$ cat config.mk
export PLATFORM = sky130hd
export DESIGN_NAME = hold_generator
export DESIGN_NICKNAME = d
export VERILOG_FILES = /design/src/rtl/hold_gen_pkg.sv /design/src/rtl/tick_prescaler.sv /design/src/rtl/hold_generator.sv
export SDC_FILE = /design/constraint.sdc
export NUM_CORES = 1
export LEC_CHECK = 0
export BUFFER_PORTS_ARGS = -buffer_cell sky130_fd_sc_hd__buf_4
export CORE_MARGIN = 2
export CORE_UTILIZATION = 30
export DETAILED_ROUTE_END_ITERATION = 8
export GPL_ROUTABILITY_DRIVEN = 0
export PLACE_DENSITY = 0.53
export SLEW_MARGIN = 10
export SYNTH_ARGS = -nofsm -noshare
export SYNTH_HDL_FRONTEND = slang
export SYNTH_SLANG_ARGS = --single-unit
$ cat constraint.sdc
create_clock -name CLK100MHZ -period 5.4 [get_ports CLK100MHZ]
set_clock_uncertainty 0.1 [all_clocks]
set_input_delay 0.81 -clock CLK100MHZ [delete_from_list [all_inputs] [get_ports CLK100MHZ]]
set_output_delay 0.81 -clock CLK100MHZ [all_outputs]
set_load 0.01 [all_outputs]
$ cat src/rtl/hold_gen_pkg.sv
// Shared types and clock constants for the hold generator.
package hold_gen_pkg;

    typedef enum logic {IDLE, HOLD} hold_state_t;

    localparam int unsigned CLK_FREQ_HZ  = 100_000_000;
    localparam int unsigned TICK_DIV_2HZ = 50_000_000;

endpackage

$ cat src/rtl/tick_prescaler.sv
// Divides CLK100MHZ into a one-cycle tick enable every TICK_DIV cycles.
module tick_prescaler #(
    parameter int unsigned TICK_DIV = 4
) (
    input  logic CLK100MHZ,
    input  logic reset,
    input  logic clr,
    input  logic en,
    output logic tick_en
);

    localparam int unsigned CNT_W = (TICK_DIV > 1) ? $clog2(TICK_DIV) : 1;

    logic [CNT_W-1:0] cnt;
    logic             at_top;

    assign at_top  = (cnt == CNT_W'(TICK_DIV - 1));
    assign tick_en = en && !clr && at_top;

    // clr outranks en so a fresh hold always starts on a full tick period
    always_ff @(posedge CLK100MHZ or posedge reset) begin
        if (reset) begin
            cnt <= '0;
        end else if (clr) begin
            cnt <= '0;
        end else if (en) begin
            cnt <= at_top ? '0 : cnt + CNT_W'(1);
        end
    end

endmodule

$ cat src/rtl/hold_generator.sv
// Timed level driver: holds lv_out high for hold_count ticks after a start strobe.
// Optional HOLD_GEN_REMAIN_EN exposes the live down-counter on the remaining port.
module hold_generator
    import hold_gen_pkg::*;
#(
    parameter int unsigned COUNT_BITS = 8,
    parameter int unsigned TICK_DIV   = TICK_DIV_2HZ
) (
    input  logic                  CLK100MHZ,
    input  logic                  reset,
    input  logic                  start,
    input  logic [COUNT_BITS-1:0] hold_count,
    input  logic                  abort,
    output logic                  lv_out,
    output logic                  busy,
    output logic                  done
`ifdef HOLD_GEN_REMAIN_EN
    ,
    output logic [COUNT_BITS-1:0] remaining
`endif
);

    hold_state_t           state, state_next;
    logic [COUNT_BITS-1:0] counter, counter_next;
    logic                  lv_next, busy_next, done_next;
    logic                  tick_en;

    tick_prescaler #(
        .TICK_DIV (TICK_DIV)
    ) u_prescaler (
        .CLK100MHZ (CLK100MHZ),
        .reset     (reset),
        .clr       (state == IDLE),
        .en        (state == HOLD),
        .tick_en   (tick_en)
    );

    always_ff @(posedge CLK100MHZ or posedge reset) begin
        if (reset) begin
            state   <= IDLE;
            counter <= '0;
            lv_out  <= 1'b0;
            busy    <= 1'b0;
            done    <= 1'b0;
        end else begin
            state   <= state_next;
            counter <= counter_next;
            lv_out  <= lv_next;
            busy    <= busy_next;
            done    <= done_next;
        end
    end

    // Abort is checked first everywhere so it suppresses both entry and done
    always_comb begin
        state_next   = state;
        counter_next = counter;
        lv_next      = lv_out;
        busy_next    = busy;
        done_next    = 1'b0;
        case (state)
            IDLE: begin
                counter_next = '0;
                lv_next      = 1'b0;
                busy_next    = 1'b0;
                if (start && !abort) begin
                    if (hold_count != '0) begin
                        state_next   = HOLD;
                        counter_next = hold_count;
                        lv_next      = 1'b1;
                        busy_next    = 1'b1;
                    end else begin
                        done_next = 1'b1;
                    end
                end
            end
            HOLD: begin
                if (abort) begin
                    state_next   = IDLE;
                    counter_next = '0;
                    lv_next      = 1'b0;
                    busy_next    = 1'b0;
                end else if (tick_en) begin
                    if (counter == COUNT_BITS'(1)) begin
                        state_next   = IDLE;
                        counter_next = '0;
                        lv_next      = 1'b0;
                        busy_next    = 1'b0;
                        done_next    = 1'b1;
                    end else begin
                        counter_next = counter - COUNT_BITS'(1);
                    end
                end
            end
            default: begin
                state_next   = IDLE;
                counter_next = '0;
                lv_next      = 1'b0;
                busy_next    = 1'b0;
            end
        endcase
    end

`ifdef HOLD_GEN_REMAIN_EN
    assign remaining = counter;
`endif

endmodule

==> out/metrics.csv, run 1 <==
metric,value,unit
ir_worst_vdd,0.000101,V
first_pass_iters,4,
yosysTopAreaCell,dfrtp_1,
setup_violations,0,
cts_resized,0,
grt_max_degree,38,
grt_util_all_layers,14.4,%
start_kind,flip-flop,
hp-class,flip-flop to flip-flop,
critPathKind,flip-flop to flip-flop,
grt_pass1_vias,1754,
synth_fa_ha_area_share,1.76,%
clkPwrFrac,37.1,%
fin_cells,345,
synthArstFlopShare,100,%
met2WireLength,2310,um
placed_area,2310,sq um
min_period_over_period,42.1,%
period_minus_slack,2.27,ns
power_density,244,nW/um^2
dr_total_vias,1827,
routed.top_layer,met4,
synth-compound-area-share,16.7,%
cts_buffers,5,
die_w,88.2,um
grt_antenna_before_repair,0,
wl_met3,144,um
root_buffer,clkbuf_8,
cts-htree-levels,2,
grt_overflow,0,
status,"complete, no violations",
register_area,926,sq um
cts.sinks,37,
synthTopCellsByArea,"dfrtp_1 (44%), o21ai_0 (4.0%), nand2_1 (3.7%), nand4_1 (3.5%), a21oi_1 (2.8%)",
syn-num-nets,250,
dieArea,7780,sq um
totalWireLength,5070,um
critPathArrivalTime,2.35,ns
drv_slew,0,
portBuffers,14,
synthFlopType,dfrtp_1,
syn_area,2130,sq um
rsz0062_at_grt,false,
yosys.area_share.simple,29.7,%
cts.clk_slew.worst_paths,0.08,ns
syn_area_per_cell,9.06,sq um
nets,263,
synth_xor_area_share,4.12,%
synthMuxAreaShare,0,%
syn_to_final_growth,13.7,%
stdcell_area,2420,sq um
ios,15,
synth.top_cell.area_share,43.5,%
ys_ff_latch,37,
rows,30,
p_switching,0.159,mW
leakagePower,0.918,nW
synth-seq-area-share,43.5,%
drive_gt1_share,15.7,%
wl_met1,2550,um
synth_top_family_by_area,simple AND/OR/NAND/NOR gates,
diodes,0,
yosysWarningCount,0,
post_cts_buffers,0,
fill_cells,773,
synth_cell_types,53,
die_h,88.2,um
swShare,27.0,%
end_kind,flip-flop,
grt_first_pass_wirelength,8700,um
dp_hpwl,3510,um
multi_input_area,1120,sq um
vias_per_cell,5.30,
core,6830,sq um
power_frac_seq,50.7,%
dp_cells,337,
synth_edf_count,0,
hold_viol_final,0,
tns,0,ns
cts_tree,done,
yosysMostFrequentCell,dfrtp_1,
r2r_slack,3.13,ns
drt_iter0_markers,83,
drv_cap,0,
slew_headroom,37.9,%
insertion_delay,0.29,ns
ctsHoldBuffers,0,
path_max_fanout,10,
drcViolationCount,0,
internal_power,0.431,mW
yosys-top-cells-count,"dfrtp_1 (37), nand2_1 (21), o21ai_0 (17)",
crit_required,5.48,ns
ant_nets,0,
synthesis.instances,235,
routedWlPerCell,14.7,um
power_frac_comb,12.2,%
utilization,35.4,%
max_freq,0.440,GHz
start_util,31.2,%
clockBufferDepth,2,
worst_pin_slew,0.923,ns
## metrics by stage
stage	hold slack (ns)	total power, mW	setup WS (ns)
finish	0.411	0.590	3.13
CTS	0.419	0.596	3.05
global placement	0.405	0.377	2.77
detailed placement	0.409	0.377	2.72
floorplan	0.374	0.350	3.46
global route	0.451	0.621	2.98
## power by group through the flow
stage	Sequential (mW)	Combinational, mW	Clock (mW)
2_1_floorplan	0.301	0.0494	0
3_3_place_gp	0.304	0.0726	0
3_5_place_dp	0.304	0.0728	0
4_1_cts	0.299	0.0727	0.225
5_1_grt	0.301	0.0817	0.238
6_report	0.299	0.0721	0.219
## registers in the layout, summed over array words and instances, names as in the netlist
signal / flops
counter: 8
state: 1
busy: 1
done: 1
u_prescaler.cnt: 26
## cell usage in the layout, fill, tap and decap left out, types with 6 or more instances in the layout
master and instances:
clkbuf_8 7, a21oi_1 12, nand4_1 12, inv_1 9, nand3_1 12, xnor2_1 6, or3_1 8, o21ai_0 17
nand2_1 21, buf_4 16, nor4_1 7, dfrtp_1 37, nor3_1 6, nor2_1 16
## routing by layer
layer / global-route usage, % / vias up
li1: - / 895
met1: 19.5 / 899
met2: 23.0 / 29
met3: 2.80 / 4
met4: 5.23 / 0
met5: 0 / -
## layout make-up
type / instances / area share [%]
Timing Repair Buffer: 16 / 4.96
Multi-Input combinational cell: 179 / 46.2
Clock inverter: 1 / 0.207
Sequential cell: 37 / 38.3
Tap cell: 96 / 4.96
Inverter: 9 / 1.40
Clock buffer: 7 / 3.98
## logic make-up (layout without fill, tap and decap cells)
| family | Yosys count | count (layout) |
|---|---|---|
| adder cells (fa/ha/maj) | 3 | 3 |
| flip-flops | 37 | 37 |
| AO/OA/AOI/OAI | 55 | 55 |
| XOR/XNOR | 10 | 10 |
| AND/OR/NAND/NOR | 111 | 111 |
| buffers and inverters | 19 | 33 |
## critical path: stages (launching register included)
cell and delay (ns):
dfrtp_1 0.42, and4_1 0.41, nand4_1 0.46, or2_2 0.52, o211a_1 0.24
## path summary, 6_finish.rpt
path / start / endpoint / depth (start not counted)
max: u_prescaler.cnt[13] / counter[7] / 4
min: u_prescaler.cnt[0] / u_prescaler.cnt[0] / 1
max reg2reg: u_prescaler.cnt[13] / counter[7] / 4
min reg2reg: u_prescaler.cnt[0] / u_prescaler.cnt[0] / 1
max in group asynchronous: reset / u_prescaler.cnt[1] / 3
min in group asynchronous: reset / u_prescaler.cnt[22] / 3
(Power assumes the default switching activity.)
==> inputs of run 2 (changes only) <==
Settings changed: PLACE_DENSITY 0.53 to 0.55.
Clock period 5.4 ns to 1.86 ns, I/O delays scaled along.
==> run 2 against run 1 <==
Against the previous run:
- the flow now finishes with violations (setup timing)
- non-clock buffer count rose by 51
- sequential share of layout area fell by 8.2 points
- critical endpoint is now counter[3]
- largest cell class unchanged
- sequential power rose to 2.9 times the previous value
- die area did not move
- power rose to 3.3 times the previous value
- clock power rose to 3.4 times the previous value
- via count rose by 15%
- highest routed layer unchanged
- worst setup slack got worse by 3.2 ns
==> out/metrics.csv, run 2 (synthesis results as in run 1) <==
metric,value,unit,change
status,finished with violations,,"was complete, no violations"
multi_input_area,1310,sq um,was 1120 sq um
slew_headroom,63.7,%,was 37.9%
failed_checks,setup timing,,
rows,30,,unchanged
dieArea,7780,sq um,unchanged
dr_total_vias,2105,,"was 1,827"
crit_required,1.92,ns,was 5.48 ns
period_minus_slack,1.91,ns,was 2.27 ns
drcViolationCount,0,,unchanged
insertion_delay,0.29,ns,about the same
hp-class,input port to async pin,,was flip-flop to flip-flop
tns,-0.157,ns,was 0 ns
critPathArrivalTime,1.97,ns,was 2.35 ns
clockBufferDepth,2,,unchanged
cts.sinks,37,,unchanged
grt_first_pass_wirelength,9760,um,was 8700 um
utilization,45.1,%,was 35.4%
drive_gt1_share,37.5,%,was 15.7%
min_period_over_period,103,%,was 42.1%
grt_max_degree,38,,unchanged
vias_per_cell,5.30,,about the same
setup_violations,5,,was 0
root_buffer,clkbuf_8,,unchanged
dp_hpwl,3940,um,was 3510 um
first_pass_iters,4,,unchanged
max_freq,0.524,GHz,was 0.440 GHz
worst_pin_slew,0.540,ns,was 0.923 ns
nets,315,,was 263
fill_cells,678,,was 773
core,6830,sq um,unchanged
ios,15,,unchanged
die_h,88.2,um,unchanged
routedWlPerCell,15.0,um,was 14.7 um
dp_cells,376,,was 337
critPathKind,flip-flop to flip-flop,,unchanged
portBuffers,14,,unchanged
p_total,1.95,mW,was 0.590 mW
regMostFlops,u_prescaler.cnt,,unchanged
cts_tree,done,,unchanged
stdcell_area,3080,sq um,was 2420 sq um
register_area,926,sq um,unchanged
grt_util_all_layers,15.9,%,was 14.4%
grt_pass1_vias,2022,,"was 1,754"
totalWireLength,5970,um,was 5070 um
ant_nets,0,,unchanged
ir_worst_vdd,0.000322,V,was 0.000101 V
grt_antenna_before_repair,0,,unchanged
worst_slack,-0.0481,ns,was 3.13 ns
rsz0062_at_grt,true,,was false
start_util,31.2,%,unchanged
drt_iter0_markers,118,,was 83
end_kind,flip-flop,,unchanged
path_max_fanout,7,,was 10
drv_cap,0,,unchanged
final_cell_mix,"buf_4 (59), dfrtp_1 (37), nand2_1 (21)",,"was dfrtp_1 (37), nand2_1 (21), o21ai_0 (17)"
power_density,633,nW/um^2,was 244 nW/um^2
syn_to_final_growth,44.7,%,was 13.7%
die_w,88.2,um,unchanged
cts-htree-levels,2,,unchanged
leakagePower,1.25,nW,was 0.918 nW
start_kind,flip-flop,,unchanged
final_common_cell,buf_4,,was dfrtp_1
largest_reg_flops,26,,unchanged
drv_slew,0,,unchanged
ctsHoldBuffers,0,,unchanged
cts.clk_slew.worst_paths,0.08,ns,about the same
cts_buffers,5,,unchanged
placed_area,2640,sq um,was 2310 sq um
fin_cells,397,,was 345
largestRegisters,"u_prescaler.cnt x26, counter x8",,unchanged
diodes,0,,unchanged
grt_overflow,0,,unchanged
hold_viol_final,0,,unchanged
[run 2: cell count changes in the layout (fill, tap and decap cells not counted), moves of 3 or more]
cell,previous run,this run
a21oi_1,12,6
a21oi_2,1,7
buf_4,16,59
buf_6,0,3
o21ai_0,17,14
or3_4,1,4
[run 2: worst paths after layout]
| kind | from | to | slack, ns | cells past startpoint |
|---|---|---|---|---|
| setup / recovery | u_prescaler.cnt[16] | counter[3] | -0.05 | 6 |
| min in group CLK100MHZ | hold_count[0] | counter[0] | 0.13 | 3 |
| max in group asynchronous | reset | state | 1.32 | 3 |
| setup reg to reg | u_prescaler.cnt[16] | counter[3] | -0.05 | 6 |
| hold reg to reg | u_prescaler.cnt[0] | u_prescaler.cnt[0] | 0.40 | 1 |
| hold / removal | reset | u_prescaler.cnt[12] | 0.002 | 3 |
[run 2: layer usage]
layer	wire (um)	part of all wire (%)	GRT usage [%]	vias up
li1	-	-	-	1003
met4	73	1.2	4.68	0
met3	220	3.7	2.89	6
met1	2790	47	22.3	1053
met5	0	0	0	-
met2	2890	48	25.2	43
[run 2: where the power goes]
part	internal (mW)	switching (mW)	total (mW)
combinational	0.172	0.172	0.345
sequential	0.832	0.0340	0.866
clock	0.436	0.303	0.739
[run 2: cell type report]
type,instances,share of cell area (%)
clock buffer,6,2.68
tap,96,3.90
timing repair buffer,67,18.6
multi-input combinational,180,42.5
sequential,37,30.1
clock inverter,2,1.22
inverter,9,1.10
[run 2: stage by stage]
stage,hold slack [ns],setup slack (ns)
6_report,0.00151,-0.0481
5_1_grt,0.0618,-0.125
4_1_cts,0.0275,-0.0252
3_5_place_dp,0.345,-0.0963
3_3_place_gp,0.336,-0.163
2_1_floorplan,0.312,0.0157
[run 2: timing repair]
| item | in CTS | in global routing |
|---|---|---|
| gates cloned | 1 | 1 |
| buffers inserted | 5 | 6 |
| gates resized for setup | 15 | 32 |
| setup endpoints to repair | 12 | 34 |
| pin swaps | 9 | 22 |
[run 2: critical path: stages, from the launching register on]
cell       delay [ns]
dfrtp_1          0.40
nor4b_2          0.32
nand4_1          0.22
buf_4            0.21
buf_8            0.14
a2111oi_4        0.32
a211oi_2         0.07
==> inputs of run 3 (changes only) <==
Settings changed: ABC_AREA set to 1.
==> run 3 against run 2 <==
Against the previous run:
- the flow finishes with violations (hold timing)
- combinational power up 130%
- non-clock buffer count fell by 46
- maximum frequency is 14% higher
- final cell count up 22%
- routed wire length fell by 3.5%
- critical path depth is 1 higher
- cell area shrank 12%
- critical path type unchanged
==> out/metrics.csv, run 3 <==
metric,value,unit,change
grt_pass1_vias,2095,,"was 2,022"
syn_to_final_growth,14.5,%,was 44.7%
final_common_cell,nand2_1,,was buf_4
drv_slew,0,,unchanged
grt_first_pass_wirelength,10200,um,was 9760 um
synth_cell_types,28,,was 53
grt_util_all_layers,14.8,%,was 15.9%
setup_violations,0,,was 5
grt_overflow,0,,unchanged
cts_buffers,5,,unchanged
hold_viol_final,14,,was 0
largest_reg_flops,26,,unchanged
status,finished with violations,,unchanged
core,7690,sq um,was 6830 sq um
crit_required,1.92,ns,about the same
root_buffer,clkbuf_8,,unchanged
synthFlopType,dfrtp_1,,unchanged
period_minus_slack,1.67,ns,was 1.91 ns
cts.sinks,37,,unchanged
drt_iter0_markers,87,,was 118
ant_nets,0,,unchanged
hold_slack,-0.0106,ns,was 0.00151 ns
ctsHoldBuffers,0,,unchanged
power_frac_comb,33.1,%,was 17.7%
synth_edf_count,0,,unchanged
syn-num-nets,372,,was 250
place_ws,0.196,ns,was -0.0963 ns
synthesis.instances,357,,was 235
cts.clk_slew.worst_paths,0.08,ns,about the same
path_max_fanout,10,,was 7
first_pass_iters,4,,unchanged
start_util,30.8,%,was 31.2%
utilization,35.3,%,was 45.1%
critPathArrivalTime,1.73,ns,was 1.97 ns
internal_power,1.48,mW,was 1.44 mW
end_kind,flip-flop,,unchanged
grt_max_degree,38,,unchanged
yosysTopAreaCell,dfrtp_1,,unchanged
ys_ff_latch,37,,unchanged
failed_checks,hold timing,,was setup timing
leakagePower,1.23,nW,was 1.25 nW
worst_slack,0.188,ns,was -0.0481 ns
min_period_over_period,89.9,%,was 103%
path_cells,"ha_1, nand3_2, nor3_2, nand3b_2, buf_4, nand2_8, nand3_1",,"was nor4b_2, nand4_1, buf_4, buf_8, a2111oi_4, a211oi_2"
ir_worst_vdd,0.000517,V,was 0.000322 V
clkPwrFrac,23.2,%,was 37.9%
worst_pin_slew,0.488,ns,was 0.540 ns
rows,32,,was 30
rsz0062_at_grt,false,,was true
vias_per_cell,4.51,,was 5.30
final_cell_mix,"nand2_1 (112), nor2_1 (81), inv_1 (42)",,"was buf_4 (59), dfrtp_1 (37), nand2_1 (21)"
yosysWarningCount,0,,unchanged
dieArea,8630,sq um,was 7780 sq um
hp-class,input port to async pin,,unchanged
routedWlPerCell,11.9,um,was 15.0 um
diodes,0,,unchanged
grt_antenna_before_repair,0,,unchanged
largestRegisters,"u_prescaler.cnt x26, counter x8",,unchanged
path_buf_inv,1,,was 2
synth-seq-area-share,39.1,%,was 43.5%
insertion_delay,0.30,ns,was 0.29 ns
dp_hpwl,4600,um,was 3940 um
drv_cap,0,,unchanged
clockBufferDepth,2,,unchanged
regMostFlops,u_prescaler.cnt,,unchanged
power_frac_seq,43.7,%,was 44.4%
power_density,902,nW/um^2,was 633 nW/um^2
drcViolationCount,0,,unchanged
post_cts_buffers,0,,was 5
syn_area,2370,sq um,was 2130 sq um
ios,15,,unchanged
max_freq,0.598,GHz,was 0.524 GHz
nets,396,,was 315
critPathKind,flip-flop to flip-flop,,unchanged
cts-htree-levels,2,,unchanged
portBuffers,14,,unchanged
yosysMostFrequentCell,nand2_1,,was dfrtp_1
syn_area_per_cell,6.64,sq um,was 9.06 sq um
swShare,39.4,%,was 26.1%
slew_headroom,67.5,%,was 63.7%
totalWireLength,5760,um,was 5970 um
start_kind,flip-flop,,unchanged
die_w,92.9,um,was 88.2 um
cts_tree,done,,unchanged
dr_total_vias,2182,,"was 2,105"
die_h,92.9,um,was 88.2 um
yosys-top-cells-count,"nand2_1 (112), nor2_1 (81), inv_1 (42)",,"was dfrtp_1 (37), nand2_1 (21), o21ai_0 (17)"
crit_family,simple AND/OR/NAND/NOR gates,,unchanged
p_switching,0.965,mW,was 0.509 mW
max_stage_delay,0.39,ns,was 0.40 ns
synthTopCellsByArea,"dfrtp_1 (39%), nand2_1 (18%), nor2_1 (13%), inv_1 (6.7%), nand3_1 (5.9%)",,"was dfrtp_1 (44%), o21ai_0 (4.0%), nand2_1 (3.7%), nand4_1 (3.5%), a21oi_1 (2.8%)"
cts_resized,0,,was 15
synthArstFlopShare,100,%,unchanged
p_total,2.45,mW,was 1.95 mW
synth.top_cell.area_share,39.1,%,was 43.5%
critPathSlowestCell,dfrtp_1,,unchanged
tns,0,ns,was -0.157 ns
drive_gt1_share,10.2,%,was 37.5%
[run 3: cell count changes after synthesis, sizes merged, moves of 5 or more]
cell   delta
and2      -5
nand2    +94
nand3    +16
or3      -11
a21oi    -11
inv      +33
and4      -5
nor2     +68
buf       -5
nand4     -6
nor4      -7
[run 3: cells by family (layout without fill, tap and decap cells)]
| logic type | count (synthesis) | count (layout) | share of synthesized area [%] |
|---|---|---|---|
| flip-flops | 37 | 37 | 39.1 |
| AO/OA/AOI/OAI | 21 | 21 | 4.80 |
| XOR/XNOR | 11 | 11 | 4.07 |
| buffers and inverters | 46 | 71 | 7.81 |
| AND/OR/NAND/NOR | 239 | 239 | 42.7 |
| adder cells (fa/ha/maj) | 3 | 3 | 1.58 |
[run 3: power groups by stage]
stage	Sequential [mW]	Combinational, mW	Clock [mW]
floorplan	1.04	0.625	0
global placement	1.09	0.815	0
detailed placement	1.08	0.826	0
CTS	1.07	0.823	0.595
global route	1.08	0.956	0.629
finish	1.07	0.810	0.569
[run 3: final timing paths]
check / depth (start not counted) / slack [ns] / end / from
max reg2reg: 7 / 0.19 / state / u_prescaler.cnt[0]
min reg2reg: 1 / 0.39 / u_prescaler.cnt[0] / u_prescaler.cnt[0]
max in group asynchronous: 3 / 1.32 / counter[4] / reset
min in group CLK100MHZ: 5 / 0.19 / counter[5] / hold_count[5]
max: 7 / 0.19 / state / u_prescaler.cnt[0]
min: 3 / -0.01 / u_prescaler.cnt[0] / reset
[run 3: routing by layer]
metal / global-route usage (%) / wire (um)
met1: 21.1 / 2850
met3: 2.85 / 209
met4: 3.55 / 43
met2: 23.2 / 2660
met5: 0 / 0
[run 3: metrics by stage]
stage / area, sq um / cells
2_1_floorplan: 2370 / 357
3_3_place_gp: 2630 / 476
3_5_place_dp: 2630 / 476
4_1_cts: 2710 / 484
5_1_grt: 2710 / 484
6_report: 2710 / 484
[run 3: area by class of cell]
class / count / area, sq um
Inverter: 42 / 158
Timing Repair Buffer: 21 / 158
Clock inverter: 3 / 17.5
Fill cell: 855 / 4970
Clock buffer: 5 / 68.8
Sequential cell: 37 / 926
Multi-Input combinational cell: 274 / 1260
Tap cell: 102 / 128
[run 3: tightest hold or removal path: stages]
cell and delay (ns):
buf_4 0.10, inv_1 0.04, buf_4 0.41
